<file path="src/rtl/seq_cmp_pkg.sv">
// Shared types and constants for the sequential cascade comparator.
// Optional feature macro used by the top: SEQ_CMP_CASCADE_IN_EN.
package seq_cmp_pkg;

  typedef enum logic [1:0] {
    IDLE = 2'd0,
    RUN  = 2'd1,
    DONE = 2'd2
  } state_t;

  localparam int DEF_SLICE_W    = 3;
  localparam int DEF_NUM_SLICES = 4;

  function automatic int operand_width(input int slice_w, input int num_slices);
    return slice_w * num_slices;
  endfunction

  // A single-slice build still needs a 1-bit counter.
  function automatic int counter_width(input int num_slices);
    return (num_slices > 1) ? $clog2(num_slices) : 1;
  endfunction

endpackage

</file>
<file path="src/rtl/cmp_slice.sv">
// One combinational slice of the equal/greater/less cascade chain.
module cmp_slice #(
  parameter int W = 3
) (
  input  logic [W-1:0] a_s,
  input  logic [W-1:0] b_s,
  input  logic         ce_in,
  input  logic         cg_in,
  input  logic         cl_in,
  output logic         ce_out,
  output logic         cg_out,
  output logic         cl_out
);

  logic slice_eq;
  logic slice_gt;
  logic slice_lt;

  // An equal slice passes the lower-order verdict through unchanged.
  always_comb begin
    slice_eq = (a_s == b_s);
    slice_gt = (a_s > b_s);
    slice_lt = (a_s < b_s);
    ce_out   = ce_in & slice_eq;
    cg_out   = slice_gt | (slice_eq & cg_in);
    cl_out   = slice_lt | (slice_eq & cl_in);
  end

endmodule

</file>
<file path="src/rtl/seq_cascade_comparator.sv">
// Multi-cycle unsigned magnitude comparator, one slice per clock, LSB slice first.
// Define SEQ_CMP_CASCADE_IN_EN to add the ie/ig/il cascade seed inputs.
module seq_cascade_comparator
  import seq_cmp_pkg::*;
#(
  parameter int SLICE_W    = DEF_SLICE_W,
  parameter int NUM_SLICES = DEF_NUM_SLICES
) (
  input  logic                                          clk,
  input  logic                                          rst_n,
  input  logic                                          start,
  input  logic [operand_width(SLICE_W, NUM_SLICES)-1:0] a,
  input  logic [operand_width(SLICE_W, NUM_SLICES)-1:0] b,
`ifdef SEQ_CMP_CASCADE_IN_EN
  input  logic                                          ie,
  input  logic                                          ig,
  input  logic                                          il,
`endif
  output logic                                          busy,
  output logic                                          done,
  output logic                                          eq,
  output logic                                          gt,
  output logic                                          lt
);

  localparam int OP_W  = operand_width(SLICE_W, NUM_SLICES);
  localparam int CNT_W = counter_width(NUM_SLICES);
  localparam logic [CNT_W-1:0] LAST = CNT_W'(NUM_SLICES - 1);

  state_t state;
  state_t state_nxt;

  logic [OP_W-1:0]    a_q;
  logic [OP_W-1:0]    b_q;
  logic [CNT_W-1:0]   cnt;
  logic               ce;
  logic               cg;
  logic               cl;
  logic               ce_nxt;
  logic               cg_nxt;
  logic               cl_nxt;
  logic               seed_e;
  logic               seed_g;
  logic               seed_l;
  logic [SLICE_W-1:0] a_slices [NUM_SLICES];
  logic [SLICE_W-1:0] b_slices [NUM_SLICES];
  logic [SLICE_W-1:0] a_sl;
  logic [SLICE_W-1:0] b_sl;

`ifdef SEQ_CMP_CASCADE_IN_EN
  always_comb begin
    seed_e = ie;
    seed_g = ig;
    seed_l = il;
  end
`else
  always_comb begin
    seed_e = 1'b1;
    seed_g = 1'b0;
    seed_l = 1'b0;
  end
`endif

  always_comb begin
    for (int i = 0; i < NUM_SLICES; i++) begin
      a_slices[i] = a_q[i*SLICE_W +: SLICE_W];
      b_slices[i] = b_q[i*SLICE_W +: SLICE_W];
    end
    a_sl = a_slices[cnt];
    b_sl = b_slices[cnt];
  end

  cmp_slice #(
    .W (SLICE_W)
  ) u_slice (
    .a_s    (a_sl),
    .b_s    (b_sl),
    .ce_in  (ce),
    .cg_in  (cg),
    .cl_in  (cl),
    .ce_out (ce_nxt),
    .cg_out (cg_nxt),
    .cl_out (cl_nxt)
  );

  always_ff @(posedge clk or negedge rst_n) begin
    if (!rst_n) begin
      state <= IDLE;
    end else begin
      state <= state_nxt;
    end
  end

  always_comb begin
    state_nxt = state;
    busy      = 1'b0;
    done      = 1'b0;
    unique case (state)
      IDLE: begin
        if (start) begin
          state_nxt = RUN;
        end
      end
      RUN: begin
        busy = 1'b1;
        if (cnt == LAST) begin
          state_nxt = DONE;
        end
      end
      DONE: begin
        busy      = 1'b1;
        done      = 1'b1;
        state_nxt = IDLE;
      end
      default: begin
        state_nxt = IDLE;
      end
    endcase
  end

  // Results only move on the edge that finishes the top slice, so they stay stable during RUN.
  always_ff @(posedge clk or negedge rst_n) begin
    if (!rst_n) begin
      a_q <= '0;
      b_q <= '0;
      cnt <= '0;
      ce  <= 1'b1;
      cg  <= 1'b0;
      cl  <= 1'b0;
      eq  <= 1'b0;
      gt  <= 1'b0;
      lt  <= 1'b0;
    end else begin
      unique case (state)
        IDLE: begin
          if (start) begin
            a_q <= a;
            b_q <= b;
            ce  <= seed_e;
            cg  <= seed_g;
            cl  <= seed_l;
            cnt <= '0;
          end
        end
        RUN: begin
          ce <= ce_nxt;
          cg <= cg_nxt;
          cl <= cl_nxt;
          if (cnt == LAST) begin
            eq  <= ce_nxt;
            gt  <= cg_nxt;
            lt  <= cl_nxt;
            cnt <= '0;
          end else begin
            cnt <= cnt + CNT_W'(1);
          end
        end
        default: begin
        end
      endcase
    end
  end

endmodule

</file>
<file path="config.mk">
export PLATFORM = sky130hd
export DESIGN_NAME = seq_cascade_comparator
export DESIGN_NICKNAME = d
export VERILOG_FILES = /design/src/rtl/seq_cmp_pkg.sv /design/src/rtl/cmp_slice.sv /design/src/rtl/seq_cascade_comparator.sv
export SDC_FILE = /design/constraint.sdc
export NUM_CORES = 1
export LEC_CHECK = 0
export ABC_AREA = 1
export CORE_MARGIN = 4
export CORE_UTILIZATION = 52
export CTS_CLUSTER_SIZE = 25
export DETAILED_ROUTE_END_ITERATION = 16
export PLACE_DENSITY = 0.77
export SETUP_SLACK_MARGIN = 0.3
export SLEW_MARGIN = 20
export SYNTH_ARGS = -nofsm -noshare
export SYNTH_HDL_FRONTEND = slang
export SYNTH_HIERARCHICAL = 1
export SYNTH_SLANG_ARGS = --single-unit
</file>
<file path="constraint.sdc">
create_clock -name clk -period 2.2 [get_ports clk]
set_input_delay 0.55 -clock clk [delete_from_list [all_inputs] [get_ports clk]]
set_output_delay 0.55 -clock clk [all_outputs]
set_load 0.05 [all_outputs]
</file>
==> impl_metrics.ini, run 1 <==
[clock_network]
cts_made_buffers = 5
cts_tree = built
clockBufferDepth = 2
insertion_delay_ps = 340
htree_num_levels = 2
clk_pin_slew_ps = 100
clockRootBuffer = clkbuf_4
clock-sinks = 34

[synthesis]
synth_warnings = 6
syn_area_sq_um = 1849
synth.top_cell.area_share_pct = 44.65
synth_area_per_cell_sq_um = 7.971
yosysSeqAreaShare_pct = 46.08
synth_most_common_cell = nand2_1
synthArstFlopShare_pct = 100.0
ys.flop_type = dfrtp_1
synth_fp_nets = 267
synth_seq_cells = 34
syn_inst = 232
synthTopCellsByArea = dfrtp_1 (45%), nand2_1 (18%), o21ai_2 (7.1%)
yosys.area.top_type = dfrtp_1
synth_cell_types = 20
synth_commonest_cells = nand2_1 (90), inv_1 (34), dfrtp_1 (33)
synth-edff-count = 0

[critical_path]
cp.required_ps = 2430
endpoint_kind = flip-flop
crit_path_top_delay_cell = dfrtp_2
slowest_delay_ps = 470
path_cells = buf_6 -> or2_0 -> nand3_1 -> nand2_1 -> ha_1 -> nand3_2 -> nand2_1 -> nand2_1 -> nand2_1 -> inv_1 -> nand2_1 -> nand2_1
start_kind = flip-flop
r2r_slack_ps = 280
cp_common_cell = nand2_1
worstPathMaxFanout = 7
crit_type = flip-flop to flip-flop
arrival_ps = 2150

[power_and_ir_drop]
irDropWorstVdd_mv = 1.031
power_density_nw_per_um2 = 1472
p_leak_nw = 1.197

[cells_and_area]
drive_gt1_share_pct = 18.15
fill_cells = 277
register_area_sq_um = 854.6
final_nets = 305
antennaDiodeCount = 0
syn_to_final_growth_pct = 26.18
multiInputGateArea_sq_um = 844.6
final_cell_area_sq_um = 2333

[sta]
fmaxAchievable_mhz = 521.9
max_slew_margin_pct = 67.75
period_minus_slack_ps = 1916
setup_tns_ps = 0
worst_slew_pin_slew_ps = 485.7
rsz0062_at_grt = true
drv_slew = 0
finalCritPeriodShare_pct = 87.09
hold_viol_final = 0
setup_viol = 0
skew_ps = 7.833

[hold_path]
min_path_type = flip-flop to flip-flop

[detailed_routing]
vias_per_cell = 4.775
drc = 0
vias = 1509
routedWlPerCell_microns = 11.81
wl_microns = 3731
antenna_left = 0
drtIter0Drc = 83
dr.pass1.iters = 4

[global_routing]
grt_max_degree = 43
grt_first_pass_wirelength_microns = 6058
overflow = 0
first_global_vias = 1387
grt_use_total_pct = 17.65
antenna_found_initial = 0

[die]
ios = 32
die_area_sq_um = 4574
die_width_microns = 67.64
die_height_microns = 67.64
core_area_sq_um = 3390
initial_core_util_pct = 54.56
row_count = 21

[placement]
dp_hpwl_microns = 2570
placed_cell_area_sq_um = 2185
place_congestion = 0.8038
io_buffers = 31

[status]
outcome = finished, final reports clean

[flow_run]
cap_violations = 0
## where the power goes
part	internal, mW	switching, mW
Sequential	0.910	0.126
Clock	0.120	0.191
Combinational	0.863	1.23
Total	1.89	1.54
## sequential cells by signal, summed over array words and instances, names as in the netlist
| signal | flops |
|---|---|
| a_q | 12 |
| b_q | 12 |
| eq | 1 |
| cl | 1 |
| ce | 1 |
| gt | 1 |
| state | 2 |
| cnt | 2 |
| lt | 1 |
| cg | 1 |
## worst paths after layout
| kind | from | depth (start not counted) | to |
|---|---|---|---|
| min in group asynchronous | rst_n | 2 | b_q[1] |
| worst max-delay path | cnt[0] | 12 | cg |
| worst min register to register | lt | 2 | lt |
| worst max register to register | cnt[0] | 12 | cg |
| max in group asynchronous | rst_n | 2 | ce |
| worst min-delay path | lt | 2 | lt |
## final cells by class
type / instances / share of cell area [%]
Timing Repair Buffer: 39 / 16.89
Clock buffer: 7 / 1.930
Tap cell: 46 / 2.466
Multi-Input combinational cell: 154 / 36.19
Sequential cell: 34 / 36.62
Inverter: 36 / 5.898
## cells in the final DEF (no fill, tap or decap)
cell	count
dlygate4sd2_1	3
nand4_1	1
clkbuf_4	5
buf_12	2
a21oi_2	1
buf_6	2
dfstp_2	1
nor2_1	2
inv_2	3
nand3_1	21
nand2_1	88
clkdlybuf4s50_1	26
ha_4	3
dfrtp_1	31
clkbuf_1	2
nand2_2	5
inv_1	32
dfrtp_2	2
ha_1	5
inv_4	1
o21ai_2	16
nand3_2	2
or2_0	6
o21ai_1	4
buf_4	6
## kinds of logic after synthesis
| family | after synthesis | synth area share, % |
|---|---|---|
| adders and majority gates | 8 | 5.413 |
| DFF | 34 | 46.08 |
| and+or+nand+nor | 125 | 28.28 |
| buffers and inverters | 44 | 11.50 |
| AOI/OAI and AO/OA | 21 | 8.728 |
## layer usage
metal  global-route usage (%)  share of wire, %  vias up
li1                         -                 -      792
met1                    23.39                44      674
met2                    27.95                48       38
met3                    4.493               6.6        5
met4                    6.076               1.6        0
met5                        0                 0        -
## metrics by stage
step | power, mW | hold slack (ps) | util [%] | setup WS, ps | cells
3_5_place_dp | 2.789 | 461.9 | 64.45 | 88.59 | 304
4_1_cts | 3.100 | 481.1 | 65.93 | 286.6 | 312
5_1_grt | 3.734 | 508.6 | 68.84 | 204.3 | 316
3_3_place_gp | 2.736 | 455.5 | 64.45 | 195.1 | 304
6_report | 3.436 | 476.5 | 68.84 | 283.9 | 316
2_1_floorplan | 2.389 | 254.4 | - | 433.9 | 232
## critical path, delay by kind of cell, from the launching register on
| kind | cells | cell delay, ps |
|---|---|---|
| AND/OR/NAND/NOR | 9 | 830 |
| flip-flops | 1 | 470 |
| adder cells (fa/ha/maj) | 1 | 330 |
| buffers and inverters | 2 | 190 |
## what timing repair did
| item | in CTS | in global routing |
|---|---|---|
| endpoints found under the setup margin | 9 | 7 |
| hold buffers | 0 | 0 |
| resized for setup | 5 | 17 |
| pin swaps | 0 | 5 |
| buffers inserted | 1 | 4 |
Note: power is estimated with default switching activity, not from simulation.
==> inputs of run 2 (changes only) <==
- CORE_ASPECT_RATIO: unset -> 1.75
- CORE_UTILIZATION: 52 -> 34
- PLACE_DENSITY: 0.77 -> 0.53
- clock period: 2.2 -> 2.12 ns (I/O delays scaled with it)
==> run 2 against run 1 <==
Compared with the run above:
- sequential share of layout area down 0.97 points
- setup slack better by 58 ps
- count of clock-buffer cells in the layout stayed put
- clock skew shrank 5.4 ps
- die area is 47% higher
- routed wire length is 5.3% higher
- flip-flop and latch count unchanged
- non-clock buffer count down 1
- highest routed layer unchanged
==> impl_metrics.ini, run 2 (same netlist as run 1, synthesis figures left out) <==
[cells_and_area]
final_cell_area_sq_um = 2397
fill_cells = 555
syn_to_final_growth_pct = 29.63
final_cell_mix = nand2_1 (84), inv_1 (31), dfrtp_1 (31)
mostFrequentLayoutCell = nand2_1
final_nets = 304
reg_top3 = a_q: 12 flops, b_q: 12 flops
drive_gt1_share_pct = 20.37
antennaDiodeCount = 0

[critical_path]
timing.critical_path.from = cnt[0]
endpoint_kind = flip-flop
worstPathMaxFanout = 8
crit_type = flip-flop to flip-flop
slowest_delay_ps = 460
arrival_ps = 2000
cp_common_cell = nand2_1
cp.required_ps = 2340
r2r-start = cnt[0]
crit_path_top_delay_cell = dfrtp_2
path_cells = buf_6 -> or2_0 -> nand3_1 -> nand2_2 -> ha_4 -> nand3_2 -> o21ai_2 -> nand2_1 -> inv_1 -> nand2_1 -> nand2_1
start_kind = flip-flop

[die]
die_area_sq_um = 6729
row_count = 35
core_area_sq_um = 5255
ios = 32
die_height_microns = 105.6
initial_core_util_pct = 35.19
die_width_microns = 63.75

[power_and_ir_drop]
power_density_nw_per_um2 = 1594
irDropWorstVdd_mv = 0.9467
p_leak_nw = 1.214

[global_routing]
grt_first_pass_wirelength_microns = 6975
first_global_vias = 1570
antenna_found_initial = 0
grt_use_total_pct = 13.14
grt_max_degree = 44
overflow = 0

[detailed_routing]
vias_per_cell = 4.585
drtIter0Drc = 62
vias = 1490
drc = 0
dr.pass1.iters = 4
routedWlPerCell_microns = 12.09
wl_microns = 3929
antenna_left = 0

[sta]
skew_ps = 2.482
max_slew_margin_pct = 66.84
hold_viol_final = 0
finalCritPeriodShare_pct = 83.87
worst_slew_pin_slew_ps = 497.3
drv_slew = 0
period_minus_slack_ps = 1778
setup_viol = 0
rsz0062_at_grt = true
fmaxAchievable_mhz = 562.4
setup_tns_ps = 0
worst_slack_ps = 342.1

[clock_network]
clock-sinks = 34
insertion_delay_ps = 280
htree_num_levels = 2
cts_tree = built
clk_pin_slew_ps = 70
clockBufferDepth = 2
clockRootBuffer = clkbuf_8
cts_made_buffers = 5
cts_hold_buf = 0

[flow_run]
cap_violations = 0

[hold_path]
min_path_type = flip-flop to flip-flop
hold_path.startpoint = gt

[placement]
dp_hpwl_microns = 2826
placed_cell_area_sq_um = 2196
io_buffers = 31
place_congestion = 0.7649
place_ws_ps = 106.0

[status]
outcome = finished, final reports clean
==> run 2: cell types whose count changed in the layout (fill, tap and decap cells not counted), sizes merged <==
cell,delta
buf,-1
clkinv,+1
==> run 2: path summary, 6_finish.rpt <==
| kind | endpoint | slack, ps | cells past startpoint |
|---|---|---|---|
| setup / recovery | cl | 340 | 11 |
| max in group asynchronous | ce | 1110 | 2 |
| hold / removal | gt | 470 | 2 |
| setup reg to reg | cl | 340 | 11 |
| min in group asynchronous | a_q[9] | 660 | 2 |
| hold reg to reg | gt | 470 | 2 |
==> run 2: metal layers <==
layer / wire [microns] / global-route usage, % / up-vias
li1: - / - / 783
met1: 1665 / 14.75 / 678
met2: 2041 / 22.96 / 23
met3: 145 / 3.412 / 6
met4: 76 / 5.719 / 0
met5: 0 / 0 / -
==> run 2: repair_timing <==
item	in CTS	in global routing
endpoints found under the setup margin	9	7
pin swaps	0	8
buffers inserted	4	0
gates resized for setup	13	13
==> run 2: layout make-up <==
type / count / area [sq um] / area share, %
multi-input cells: 154 / 862.1 / 35.96
flip-flops and latches: 34 / 854.6 / 35.65
repair buffers: 38 / 382.9 / 15.97
inverters: 36 / 137.6 / 5.741
clock buffers: 7 / 86.33 / 3.601
well taps: 55 / 68.82 / 2.871
clock inverters: 1 / 5.005 / 0.2088
==> run 2: worst max-delay path, delay by kind of cell, from the launching register on <==
kind	cells	cell delay [ps]
and+or+nand+nor	7	640
DFF	1	460
adders and majority gates	1	270
AOI/OAI and AO/OA	1	140
buffers and inverters	2	210
==> run 2: stage by stage <==
stage / power [mW] / util [%] / cells / hold slack [ps]
2_1_floorplan: 2.479 / - / 232 / 234.4
3_5_place_dp: 2.923 / 41.79 / 313 / 460.9
5_1_grt: 4.185 / 45.62 / 325 / 489.3
3_3_place_gp: 2.892 / 41.79 / 313 / 457.4
4_1_cts: 3.655 / 44.95 / 325 / 475.8
6_report: 3.822 / 45.62 / 325 / 468.0
==> run 2: power breakdown <==
part	switching, mW	internal, mW
logic	1.32	0.934
clock network	0.224	0.262
registers	0.137	0.946
==> inputs of run 3 (changes only) <==
- PLACE_DENSITY: 0.53 -> 0.55
- clock period: 2.12 -> 1.45 ns (I/O delays scaled with it)
==> run 3 against run 2 <==
Compared with the run above:
- the run now ends with setup timing left
- fmax shrank 4.7%
- combinational power up 130%
- utilization increased by 17 points
- via count up 19%
- sequential power increased by 45%
- largest power group unchanged
- hold slack lost 21 ps
- setup slack worse by 760 ps
- die area unchanged
- routed wire length increased by 30%
==> impl_metrics.ini, run 3 (same netlist as run 1, synthesis figures left out) <==
[power_and_ir_drop]
irDropWorstVdd_mv = 2.038
power.share.sequential_pct = 20.9
p_sw_share_pct = 41.40
p_int_mw = 4.421
comb_power_share_pct = 69.4
p_leak_nw = 1.646
total_power_mw = 7.544
p_switching_mw = 3.123
power_density_nw_per_um2 = 2296
clockPowerShare_pct = 9.7

[cells_and_area]
reg_top3 = a_q: 12 flops, b_q: 12 flops
final_nets = 348
fill_cells = 454
mostFrequentLayoutCell = nand2_1
final_cell_mix = nand2_1 (53), dfrtp_1 (33), inv_1 (30)
syn_to_final_growth_pct = 77.67
final_cell_area_sq_um = 3286
fin_util_pct = 62.52
antennaDiodeCount = 0
drive_gt1_share_pct = 45.54

[placement]
placed_cell_area_sq_um = 2510
io_buffers = 31
dp_hpwl_microns = 3109
place_congestion = 0.7197

[critical_path]
arrival_ps = 2050
regToRegEndpoint = cg
start_kind = flip-flop
worstPathMaxFanout = 12
endpoint_kind = flip-flop
slowest_delay_ps = 400
cp.required_ps = 1630
crit_type = flip-flop to flip-flop
critPathTopFamily = simple AND/OR/NAND/NOR gates
r2r_slack_ps = -420
worst_r2r_path_depth = 12
critPathBufInv = 2
path_cells = buf_6 -> or2_0 -> nand3_1 -> nand2_1 -> ha_4 -> nand3_2 -> nand2_2 -> nand2_2 -> nand2_1 -> inv_1 -> nand2_1 -> nand2_1
r2r-start = cnt[0]
crit_path_top_delay_cell = dfrtp_1
cp_common_cell = nand2_1

[die]
core_area_sq_um = 5255
die_area_sq_um = 6729
row_count = 35
die_height_microns = 105.6
initial_core_util_pct = 35.19
ios = 32
die_width_microns = 63.75

[sta]
finalCritPeriodShare_pct = 128.7
hold_viol_final = 0
setup_viol = 8
skew_ps = 3.011
worst_slack_ps = -416.6
worst_slew_pin_slew_ps = 218.3
setup_tns_ps = -1986
period_minus_slack_ps = 1867
max_slew_margin_pct = 85.45
rsz0062_at_grt = true
fmaxAchievable_mhz = 535.7
drv_slew = 0

[global_routing]
grt_max_degree = 35
grt_first_pass_wirelength_microns = 8638
grt_use_total_pct = 16.50
antenna_found_initial = 0
first_global_vias = 1893
overflow = 0

[status]
outcome = complete, but fails checks
violations = setup timing

[detailed_routing]
wl_microns = 5119
vias_per_cell = 4.799
antenna_left = 0
routedWlPerCell_microns = 13.87
drc = 0
drtIter0Drc = 29
dr.pass1.iters = 4
vias = 1771

[flow_run]
cap_violations = 0

[clock_network]
insertion_delay_ps = 290
cts_tree = built
clock-sinks = 34
clockRootBuffer = clkbuf_8
cts_made_buffers = 5
clockBufferDepth = 2
clk_pin_slew_ps = 70
htree_num_levels = 2

[hold_path]
min_path_type = input pin to async pin
-- run 3: cell count changes in the layout (fill, tap and decap cells not counted), moves of 6 or more --
cell	previous run	this run
buf_12	2	13
buf_4	6	27
nand2_1	84	53
nand2_4	0	19
buf_16	0	6
nand2_2	9	19
buf_6	1	10
-- run 3: cell type report --
cell class	instances	area [sq um]	area share [%]
Sequential cell	34	852.1	25.93
Tap cell	55	68.82	2.094
Clock inverter	1	5.005	0.1523
Clock buffer	7	86.33	2.628
Multi-Input combinational cell	154	1126	34.27
Inverter	36	147.6	4.494
Timing Repair Buffer	82	999.7	30.43
-- run 3: per-layer routing --
metal / track usage, % / vias up / share of wire, %
li1: - / 879 / -
met4: 7.419 / 0 / 2.9
met3: 3.518 / 13 / 2.5
met2: 30.59 / 29 / 60
met1: 17.32 / 850 / 35
met5: 0 / - / 0
-- run 3: power by group through the flow --
| stage | Clock, mW | Sequential [mW] | Combinational (mW) |
|---|---|---|---|
| 2_1_floorplan | 0 | 1.63 | 2.33 |
| 3_3_place_gp | 0 | 1.59 | 3.51 |
| 3_5_place_dp | 0 | 1.59 | 3.57 |
| 4_1_cts | 0.755 | 1.57 | 4.80 |
| 5_1_grt | 0.790 | 1.62 | 5.69 |
| 6_report | 0.735 | 1.57 | 5.24 |
-- run 3: repair_timing --
| item | CTS | global route |
|---|---|---|
| resized for setup | 75 | 21 |
| gates cloned | 6 | 0 |
| hold buffers | 0 | 0 |
| pin swaps | 13 | 10 |
| setup endpoints to repair | 39 | 39 |
| setup buffers | 13 | 4 |
| hold endpoints to repair | 0 | 0 |
-- run 3: worst register-to-register path: cells and delay by family, from the launching register on --
family / cells / cell delay (ps)
buffers and inverters: 2 / 200
and+or+nand+nor: 9 / 880
adders and majority gates: 1 / 280
DFF: 1 / 400
-- run 3: how the worst max path moves through the flow --
stage          startpoint  to  slack (ps)  cells after the start
6_report           cnt[0]  cg        -420                     12
5_1_grt            cnt[0]  cg        -520                     14
4_1_cts            cnt[0]  cg        -330                     14
3_5_place_dp       cnt[0]  cl        -310                     11
3_3_place_gp       cnt[0]  cg        -270                     14
2_1_floorplan      cnt[0]  cg        -190                     14
-- run 3: per-stage QoR --
step | hold WS (ps) | std cells | setup WS (ps)
2_1_floorplan | 66.91 | 232 | -191.2
3_3_place_gp | 479.3 | 338 | -266.0
3_5_place_dp | 473.8 | 338 | -311.3
4_1_cts | 452.3 | 365 | -326.9
5_1_grt | 462.0 | 369 | -523.6
6_report | 447.2 | 369 | -416.6
==> patch (flow settings as in run 1) <==
Add an input register stage for `start`, `a` and `b`, cleared by the reset; this delays them by one clock.
--- a/src/rtl/seq_cascade_comparator.sv
+++ b/src/rtl/seq_cascade_comparator.sv
@@ -26,6 +26,22 @@
   localparam int OP_W  = operand_width(SLICE_W, NUM_SLICES);
   localparam int CNT_W = counter_width(NUM_SLICES);
   localparam logic [CNT_W-1:0] LAST = CNT_W'(NUM_SLICES - 1);
+
+  logic start_q;
+  logic [operand_width(SLICE_W, NUM_SLICES)-1:0] a_r;
+  logic [operand_width(SLICE_W, NUM_SLICES)-1:0] b_r;
+
+  always_ff @(posedge clk or negedge rst_n) begin
+    if (!rst_n) begin
+      start_q <= '0;
+      a_r     <= '0;
+      b_r     <= '0;
+    end else begin
+      start_q <= start;
+      a_r     <= a;
+      b_r     <= b;
+    end
+  end
 
   state_t state;
   state_t state_nxt;
@@ -97,7 +113,7 @@
     done      = 1'b0;
     unique case (state)
       IDLE: begin
-        if (start) begin
+        if (start_q) begin
           state_nxt = RUN;
         end
       end
@@ -133,9 +149,9 @@
     end else begin
       unique case (state)
         IDLE: begin
-          if (start) begin
-            a_q <= a;
-            b_q <= b;
+          if (start_q) begin
+            a_q <= a_r;
+            b_q <= b_r;
             ce  <= seed_e;
             cg  <= seed_g;
             cl  <= seed_l;
Function: changed (Yosys sat finds a counterexample within 4 cycles, from zero or initial values and one cycle with rst_n low).
==> patch against run 1 <==
Synthesized area up 32%. Final area up 29%. Sequential cell count up 25. Total power up 24%. Worst setup slack better by 120 ps. Synthesized cell count up 9.9%. Wire length up 5.8%. Critical endpoint unchanged.
==> patch: results <==
group,metric,value,unit
logic_synthesis,synthesis.nets,290,
global_route,grt_max_degree,50,
logic_synthesis,yosys-top-cells-count,"nand2_1 (80), dfrtp_1 (58), inv_1 (40)",
logic_synthesis,yosysSeqAreaShare,60.5,%
place,place_area,2770,um2
global_route,grt_pass1_wl,6940,um
sta,worstMarginPinSlew,484,ps
layout,multi_input_comb_area,773,um2
clock_tree,clkTransAtPathRegs,70,ps
clock_tree,cts-root-buf,"clkbuf_8",
status,outcome,"finished, final reports clean",
critical_path,crit_arrival,2010,ps
power_and_ir_drop,vdd_drop_max,0.000697,V
global_route,track_usage,15.4,%
layout,fill_cells,345,
hold_path,hold_path.class,"in -> async",
logic_synthesis,yosysUniqueCellTypes,18,
clock_tree,numCtsBuffers,9,
place,hpwl,2810,um
route,vias,1632,
sta,final.setup_skew,8.16,ps
clock_tree,htreeDepth,3,
route,drt_iter0_drc,169,
place,dp_slack,237,ps
power_and_ir_drop,leakage,1.53,nW
place,dp_cells,333,
route,routed_wl,3950,um
layout,final_cells,350,
logic_synthesis,yosys_most_used_dff,"dfrtp_1",
critical_path,ff2ff_path_depth,14,
critical_path,path_max_fanout,10,
layout,drive_gt1_share,16.4,%
logic_synthesis,synthCells,255,
-- patch: logic make-up after synthesis --
logic type      count (synthesis)  synth area share [%]
buf+inv                        49                  9.27
compound gates                 27                  7.07
simple gates                  112                  19.1
fa+ha+maj                       8                  4.10
flops                          59                  60.5
-- patch: path summary, 6_finish.rpt --
path / start / endpoint / slack, ps
setup / recovery: cnt[0] / cg / 400
hold / removal: rst_n / b_r[9] / 230
setup reg to reg: cnt[0] / cg / 400
hold reg to reg: b_r[7] / b_q[7] / 440
max in group asynchronous: rst_n / ce / 1660
min in group clk: b_r[7] / b_q[7] / 440
-- patch: final cells by class --
type	instances	share of cell area (%)
clock buffer	10	4.56
clock inverter	5	1.78
multi-input combinational	147	25.6
tap	52	2.15
timing repair buffer	36	11.6
inverter	41	5.26
sequential	59	49.0
-- patch: where the power goes --
group | internal [mW] | switching [mW] | leakage (nW)
logic | 0.698 | 1.12 | 0.715
clock network | 0.542 | 0.382 | 0.102
registers | 1.39 | 0.123 | 0.716
-- patch: what timing repair did --
item                       CTS  global route
gates resized for setup      6             7
cloned                       0             0
setup endpoints to repair    6             6
setup buffers                0             2
-- patch: worst max-delay path, delay by kind of cell (launching register included) --
family | cells | cell delay, ps
buf+inv | 3 | 230
fa+ha+maj | 1 | 320
flops | 1 | 460
simple gates | 10 | 660
-- patch: per-layer routing --
| metal | GRT usage (%) | up-vias | wire [um] |
|---|---|---|---|
| met5 | 0 | - | 0 |
| met4 | 9.78 | 0 | 90 |
| met3 | 5.20 | 9 | 242 |
| met2 | 23.5 | 37 | 1880 |
| met1 | 18.7 | 727 | 1730 |
| li1 | - | 859 | - |
